[src/rtl/alu_pkg.sv]
// alu_pkg: opcode encoding shared by the ALU compute core and its register stage
package alu_pkg;
  typedef enum logic [1:0] {
    OP_ADD = 2'b00,
    OP_SUB = 2'b01,
    OP_AND = 2'b10,
    OP_OR  = 2'b11
  } op_e;
endpackage

[src/rtl/alu_comb.sv]
// alu_comb: combinational N-bit add/sub/and/or core producing result and status flags
module alu_comb
  import alu_pkg::*;
#(
  parameter int N = 2
) (
  input  logic [N-1:0] a,
  input  logic [N-1:0] b,
  input  logic [1:0]   sel,
  output logic [N-1:0] res,
  output logic         cout,
  output logic         ovf,
  output logic         zero,
  output logic         neg
);
  logic [N:0] sum;
  logic [N:0] dif;
  logic       is_add;
  logic       is_sub;
  assign sum    = {1'b0, a} + {1'b0, b};
  assign dif    = {1'b0, a} - {1'b0, b};
  assign is_add = sel == OP_ADD;
  assign is_sub = sel == OP_SUB;
  always_comb begin
    res  = is_add ? sum[N-1:0] : is_sub ? dif[N-1:0] : sel == OP_AND ? a & b : a | b;
    cout = is_add ? sum[N] : is_sub ? dif[N] : 1'b0;
    ovf  = is_add ? (a[N-1] == b[N-1]) && (res[N-1] != a[N-1]) :
           is_sub ? (a[N-1] != b[N-1]) && (res[N-1] != a[N-1]) : 1'b0;
    zero = res == '0;
    neg  = res[N-1];
  end
endmodule

[src/rtl/alu_unit.sv]
// alu_unit: registered N-bit ALU with one-cycle latency, valid pipeline and sync active-low reset
module alu_unit
  import alu_pkg::*;
#(
  parameter int N = 2
) (
  input  logic         clk,
  input  logic         rst_n,
  input  logic         in_valid,
  input  logic [N-1:0] a,
  input  logic [N-1:0] b,
  input  logic [1:0]   sel,
  output logic         out_valid,
  output logic [N-1:0] res,
  output logic         cout,
  output logic         ovf,
  output logic         zero,
  output logic         neg
);
  logic [N-1:0] c_res;
  logic         c_cout;
  logic         c_ovf;
  logic         c_zero;
  logic         c_neg;
  logic [N-1:0] res_d, res_q;
  logic         cout_d, cout_q;
  logic         ovf_d, ovf_q;
  logic         zero_d, zero_q;
  logic         neg_d, neg_q;
  logic         vld_d, vld_q;
  alu_comb #(.N(N)) u_comb (
    .a    (a),
    .b    (b),
    .sel  (sel),
    .res  (c_res),
    .cout (c_cout),
    .ovf  (c_ovf),
    .zero (c_zero),
    .neg  (c_neg)
  );
  always_comb begin
    vld_d  = in_valid;
    res_d  = in_valid ? c_res  : res_q;
    cout_d = in_valid ? c_cout : cout_q;
    ovf_d  = in_valid ? c_ovf  : ovf_q;
    zero_d = in_valid ? c_zero : zero_q;
    neg_d  = in_valid ? c_neg  : neg_q;
  end
  always_ff @(posedge clk) begin
    if (!rst_n) begin
      vld_q  <= 1'b0;
      res_q  <= '0;
      cout_q <= 1'b0;
      ovf_q  <= 1'b0;
      zero_q <= 1'b1;
      neg_q  <= 1'b0;
    end else begin
      vld_q  <= vld_d;
      res_q  <= res_d;
      cout_q <= cout_d;
      ovf_q  <= ovf_d;
      zero_q <= zero_d;
      neg_q  <= neg_d;
    end
  end
  assign out_valid = vld_q;
  assign res       = res_q;
  assign cout      = cout_q;
  assign ovf       = ovf_q;
  assign zero      = zero_q;
  assign neg       = neg_q;
endmodule

[config.mk]
export PLATFORM = sky130hd
export DESIGN_NAME = alu_unit
export DESIGN_NICKNAME = d
export VERILOG_FILES = /design/src/rtl/alu_pkg.sv /design/src/rtl/alu_comb.sv /design/src/rtl/alu_unit.sv
export SDC_FILE = /design/constraint.sdc
export NUM_CORES = 1
export LEC_CHECK = 0
export BUFFER_PORTS_ARGS = -buffer_cell sky130_fd_sc_hd__clkbuf_2
export CELL_PAD_IN_SITES_DETAIL_PLACEMENT = 1
export CELL_PAD_IN_SITES_GLOBAL_PLACEMENT = 1
export CORE_AREA = 2 2 39 41
export CTS_CLUSTER_SIZE = 25
export DETAILED_ROUTE_END_ITERATION = 8
export DIE_AREA = 0 0 41 43
export PLACE_DENSITY_LB_ADDON = 0.25
export SLEW_MARGIN = 40
export SYNTH_ARGS = -nofsm -noshare
export SYNTH_HDL_FRONTEND = slang
export SYNTH_SLANG_ARGS = --single-unit
[constraint.sdc]
create_clock -name clk -period 2.87 [get_ports clk]
set_input_delay 0.574 -clock clk [delete_from_list [all_inputs] [get_ports clk]]
set_output_delay 0.574 -clock clk [all_outputs]
set_load 0.02 [all_outputs]
* Word-level counts from Yosys, hierarchy flattened *
Index checks and enable logic that the tools add are counted.
Widths: inputs -> output; s select.

storage, ports and cells
  bits in registers = 7
  input port bits = 9
  output and inout bits = 7
  word-level logic and storage cells = 26

cells by class
  add/sub/neg operators = 2
  equality and inequality tests = 5
  mux-type cells = 7
  bitwise gates (word level) = 2
  reduce and logical (&&, ||, !) cells = 4

operators with widths
  operator            count
  $mux 2              3
  $logic_not 2->1     2
  $mux 1              4
  $add 2x2->3         1
  $sub 2x2->3         1
  $and 2x2->2         1
  $eq 2x1->1 const B  1
  $eq 2x2->1 const B  1
  $logic_and 1x1->1   2
  $ne 1x1->1          2
  $or 2x2->2          1
  $eq 1x1->1          1

* Logic depth before layout (Yosys ltp) *
  depth after elaboration = 8
  depth in mapped cells = 7

* Hierarchy *
A second synthesis with hierarchy kept.

second synthesis, totals
  cells, all modules = 53
  area, all modules = 501.7 µm²

modules (own cells, without submodules)
  module    times used  cells each  area each (µm²)
  alu_unit  1           21          254.0
  alu_comb  1           32          247.7

* Worst setup path after synthesis *
No wires, ideal clock.

  kind = in2reg
  start point = in a[0]
  end point = reg zero_q (netlist: zero)
  arrival = 1.913 ns
  setup slack = 0.841 ns
  stages on the path = 5
  path buffers = 0
  cell sequence = inv_1 > ha_1 > fa_1 > mux4_2 > a41o_1

on the way
  cells in the longest elaborated chain, start to end = 5
  elaborated cells between the ends (all ways) = 8
  those cells by class = add/sub (2); mux (3); bitwise (2); reduce/logical (1)

RTL lines
  element                                              RTL line        RTL
  from (decl)                                          alu_unit.sv:10  input logic [N-1:0] a,
  branches (longest 3 deep; another with $sub 2x2->3)  --
  $mux 2 (*)                                           alu_comb.sv:25  res = is_add ? sum[N-1:0] : is_sub ? dif[N-1:0] : sel == OP_AND ? a & b : a | b;
  $logic_not 2->1 (*)                                  alu_comb.sv:29  zero = res == '0;
  to (signal assigned)                                 alu_unit.sv:62  zero_q <= zero_d;
  to (decl)                                            alu_unit.sv:28  logic zero_d, zero_q;

Every way passes the cells marked *.
A chain may end at the register's enable or synchronous reset.

* Final worst setup path *
Ends and elaborated chain as after synthesis.

==> flow_summary.toml <==
[global_route]
grt_pass1_vias = 339
grt.total_usage_pct = 12.2
grt_remaining_overflow = 0
antenna_found_initial = 0
grt_pass1_wl_um = 1370
grt_max_degree = 11

[placed_design]
portBuffers = 15
postPlaceCellArea_um2 = 500
globalplace.congestion = 0.679
place_hpwl_um = 714
numPlacedInstances = 74

[sta]
finalCritPeriodShare_pct = 68.4
min_period_ns = 1.96
final_max_slew_viol_count = 0
skew_ns = 0
worstMarginPinSlew_ns = 0.210
fin_tns_setup_ns = 0
rsz0062_at_grt = "false"
max_freq_mhz = 509
hold_viol_final = 0
setup_viol = 0
slew_headroom_pct = 85.9

[power_and_ir_drop]
leakagePower_uw = 0.000270
power_uw = 227
p_int_uw = 161
peakVddDrop_v = 0.000126
power_switching_uw = 66.4
netSwitchingFraction_pct = 29.2
clkPwrFrac_pct = 34.0
seqPwrFrac_pct = 40.4
pwr-share-comb_pct = 25.6
power.density_nw_per_um2 = 434

[cts]
cts_sinks = 6
tritoncts = "done"
ctsResizeCount = 0
cts_root_buffer = "clkbuf_4"
cts_hold_buffers = 0
htree_levels = 1
post_cts_buffers = 0
clkTransAtPathRegs_ns = 0.04
cts_made_buffers = 3
cts.path.max_buffers = 2
insertion_delay_ns = 0.24

[min_path]
whs_path_depth = 1
hold_start = "res[1]"
hp-class = "flip-flop to flip-flop"
hold_end = "res[1]"

[critical_path]
ff2ff_path_depth = 3
crit_type = "input port to flip-flop"
crit_buf_inv = 2
rrSetupSlack_ns = 2.14
r2r-end = "zero"
crit_arrival_ns = 2.10
r2r_start = "zero"
max_stage_delay_ns = 0.51
cp_slowest_cell = "mux4_2"
cp_top_family = "adder cells"
crit_path_start_kind = "input port"
worstPathRequired_ns = 3.00
crit_chain = "clkbuf_2 -> inv_1 -> ha_1 -> fa_1 -> mux4_2 -> a41o_1"
path_depth = 6
cp_max_fo = 4
critPathCaptureType = "flip-flop"

[finish]
nets = 79
finalNonFillerCells = 77
final.fill_count = 180
diodes = 0
drive_gt1_share_pct = 31.1
syn_to_final_growth_pct = 25.1
stdcell_area_um2 = 523

[logic_synthesis]
ys_ff_latch = 6
synth.most_common_cell = "inv_1"
yosys_warnings = 0
syn-cell-area_um2 = 418
synth_area_leader_cell = "dfxtp_1"
synthCells = 45
synth_edf_count = 0
synth_commonest_cells = "8 x inv_1, 6 x dfxtp_1, 5 x ha_1"
synth_ff_type = "dfxtp_1"
synthArstFlopShare_pct = 0
synth_fp_nets = 61
yosysSeqAreaShare_pct = 28.7
synth_area_per_cell_um2 = 9.29
synth_cell_types = 22
netlist.area_leader.share_pct = 28.7
yosys-top-cells-area = "dfxtp_1 29%, ha_1 15%, fa_1 9.6%"

[routing]
via_count = 362
drt_iter0_drc = 2
drt_pre_antenna_iters = 2
routedWlPerCell_um = 10.7
routed_via_density = 4.70
drt_wl_total_um = 826
drc = 0
ant_nets = 0

[floorplanning]
die-area_um2 = 1760
die_y_um = 43
fp.dieW_um = 41
initial_core_util_pct = 30.2
placementRows = 14
coreArea_um2 = 1380
boundaryPins = 16

[run]
drv_cap = 0

[run_status]
status = "complete, no violations"
## per-stage QoR
step / utilization, % / setup slack [ns] / hold WS (ns)
floorplan: - / 0.841 / 0.577
global placement: 36.2 / 0.679 / 0.486
detailed placement: 36.2 / 0.643 / 0.495
CTS: 37.8 / 0.900 / 0.507
global route: 37.8 / 0.858 / 0.537
finish: 37.8 / 0.906 / 0.501
## per-layer routing
layer	up-vias	wire length (µm)	global-route usage, %
met4	0	17	12.0
li1	184	-	-
met2	14	424	18.4
met5	-	0	0
met1	162	320	13.4
met3	2	64	1.57
## state kept, by name, summed over array words and instances, names as in the netlist
name       flops
res            2
cout           1
out_valid      1
ovf            1
zero           1
## logic make-up (layout without fill, tap and decap cells)
| family | count (synthesis) | count (layout) | share of synthesized area, % |
|---|---|---|---|
| compound gates | 9 | 9 | 15.0 |
| xor+xnor | 1 | 1 | 2.10 |
| fa+ha+maj | 7 | 7 | 24.6 |
| buf+inv | 10 | 26 | 10.2 |
| flops | 6 | 6 | 28.7 |
| mux | 1 | 1 | 5.39 |
| simple gates | 11 | 11 | 14.1 |
## power groups by stage
stage / Combinational (µW) / Sequential (µW) / Clock (µW)
global placement: 57.9 / 93.3 / 0
detailed placement: 59.4 / 93.5 / 0
finish: 58.1 / 91.9 / 77.1
CTS: 59.7 / 91.9 / 82.9
global route: 65.9 / 92.7 / 85.9
floorplan: 31.2 / 100 / 0
## final cells by class
type / count / area [µm²] / area share, %
flip-flops and latches: 6 / 120 / 23.0
inverters: 8 / 30.0 / 5.74
repair buffers: 15 / 75.1 / 14.4
clock buffers: 3 / 22.5 / 4.31
multi-input cells: 29 / 255 / 48.8
well taps: 16 / 20.0 / 3.83
## how the worst max path moves through the flow
stage / from / end / slack [ns]
finish: a[0] / zero / 0.91
global route: b[0] / zero / 0.86
CTS: a[0] / zero / 0.90
detailed placement: a[0] / zero / 0.64
global placement: a[0] / zero / 0.68
floorplan: a[0] / zero / 0.84
## layout by cell type, fill, tap and decap left out, types with 3 or more instances in the layout
cell type / synthesis / layout
clkbuf_4: 0 / 3
inv_1: 8 / 8
clkbuf_2: 0 / 15
dfxtp_1: 6 / 6
ha_1: 5 / 5
No activity file was read; power rests on OpenSTA's default activity.
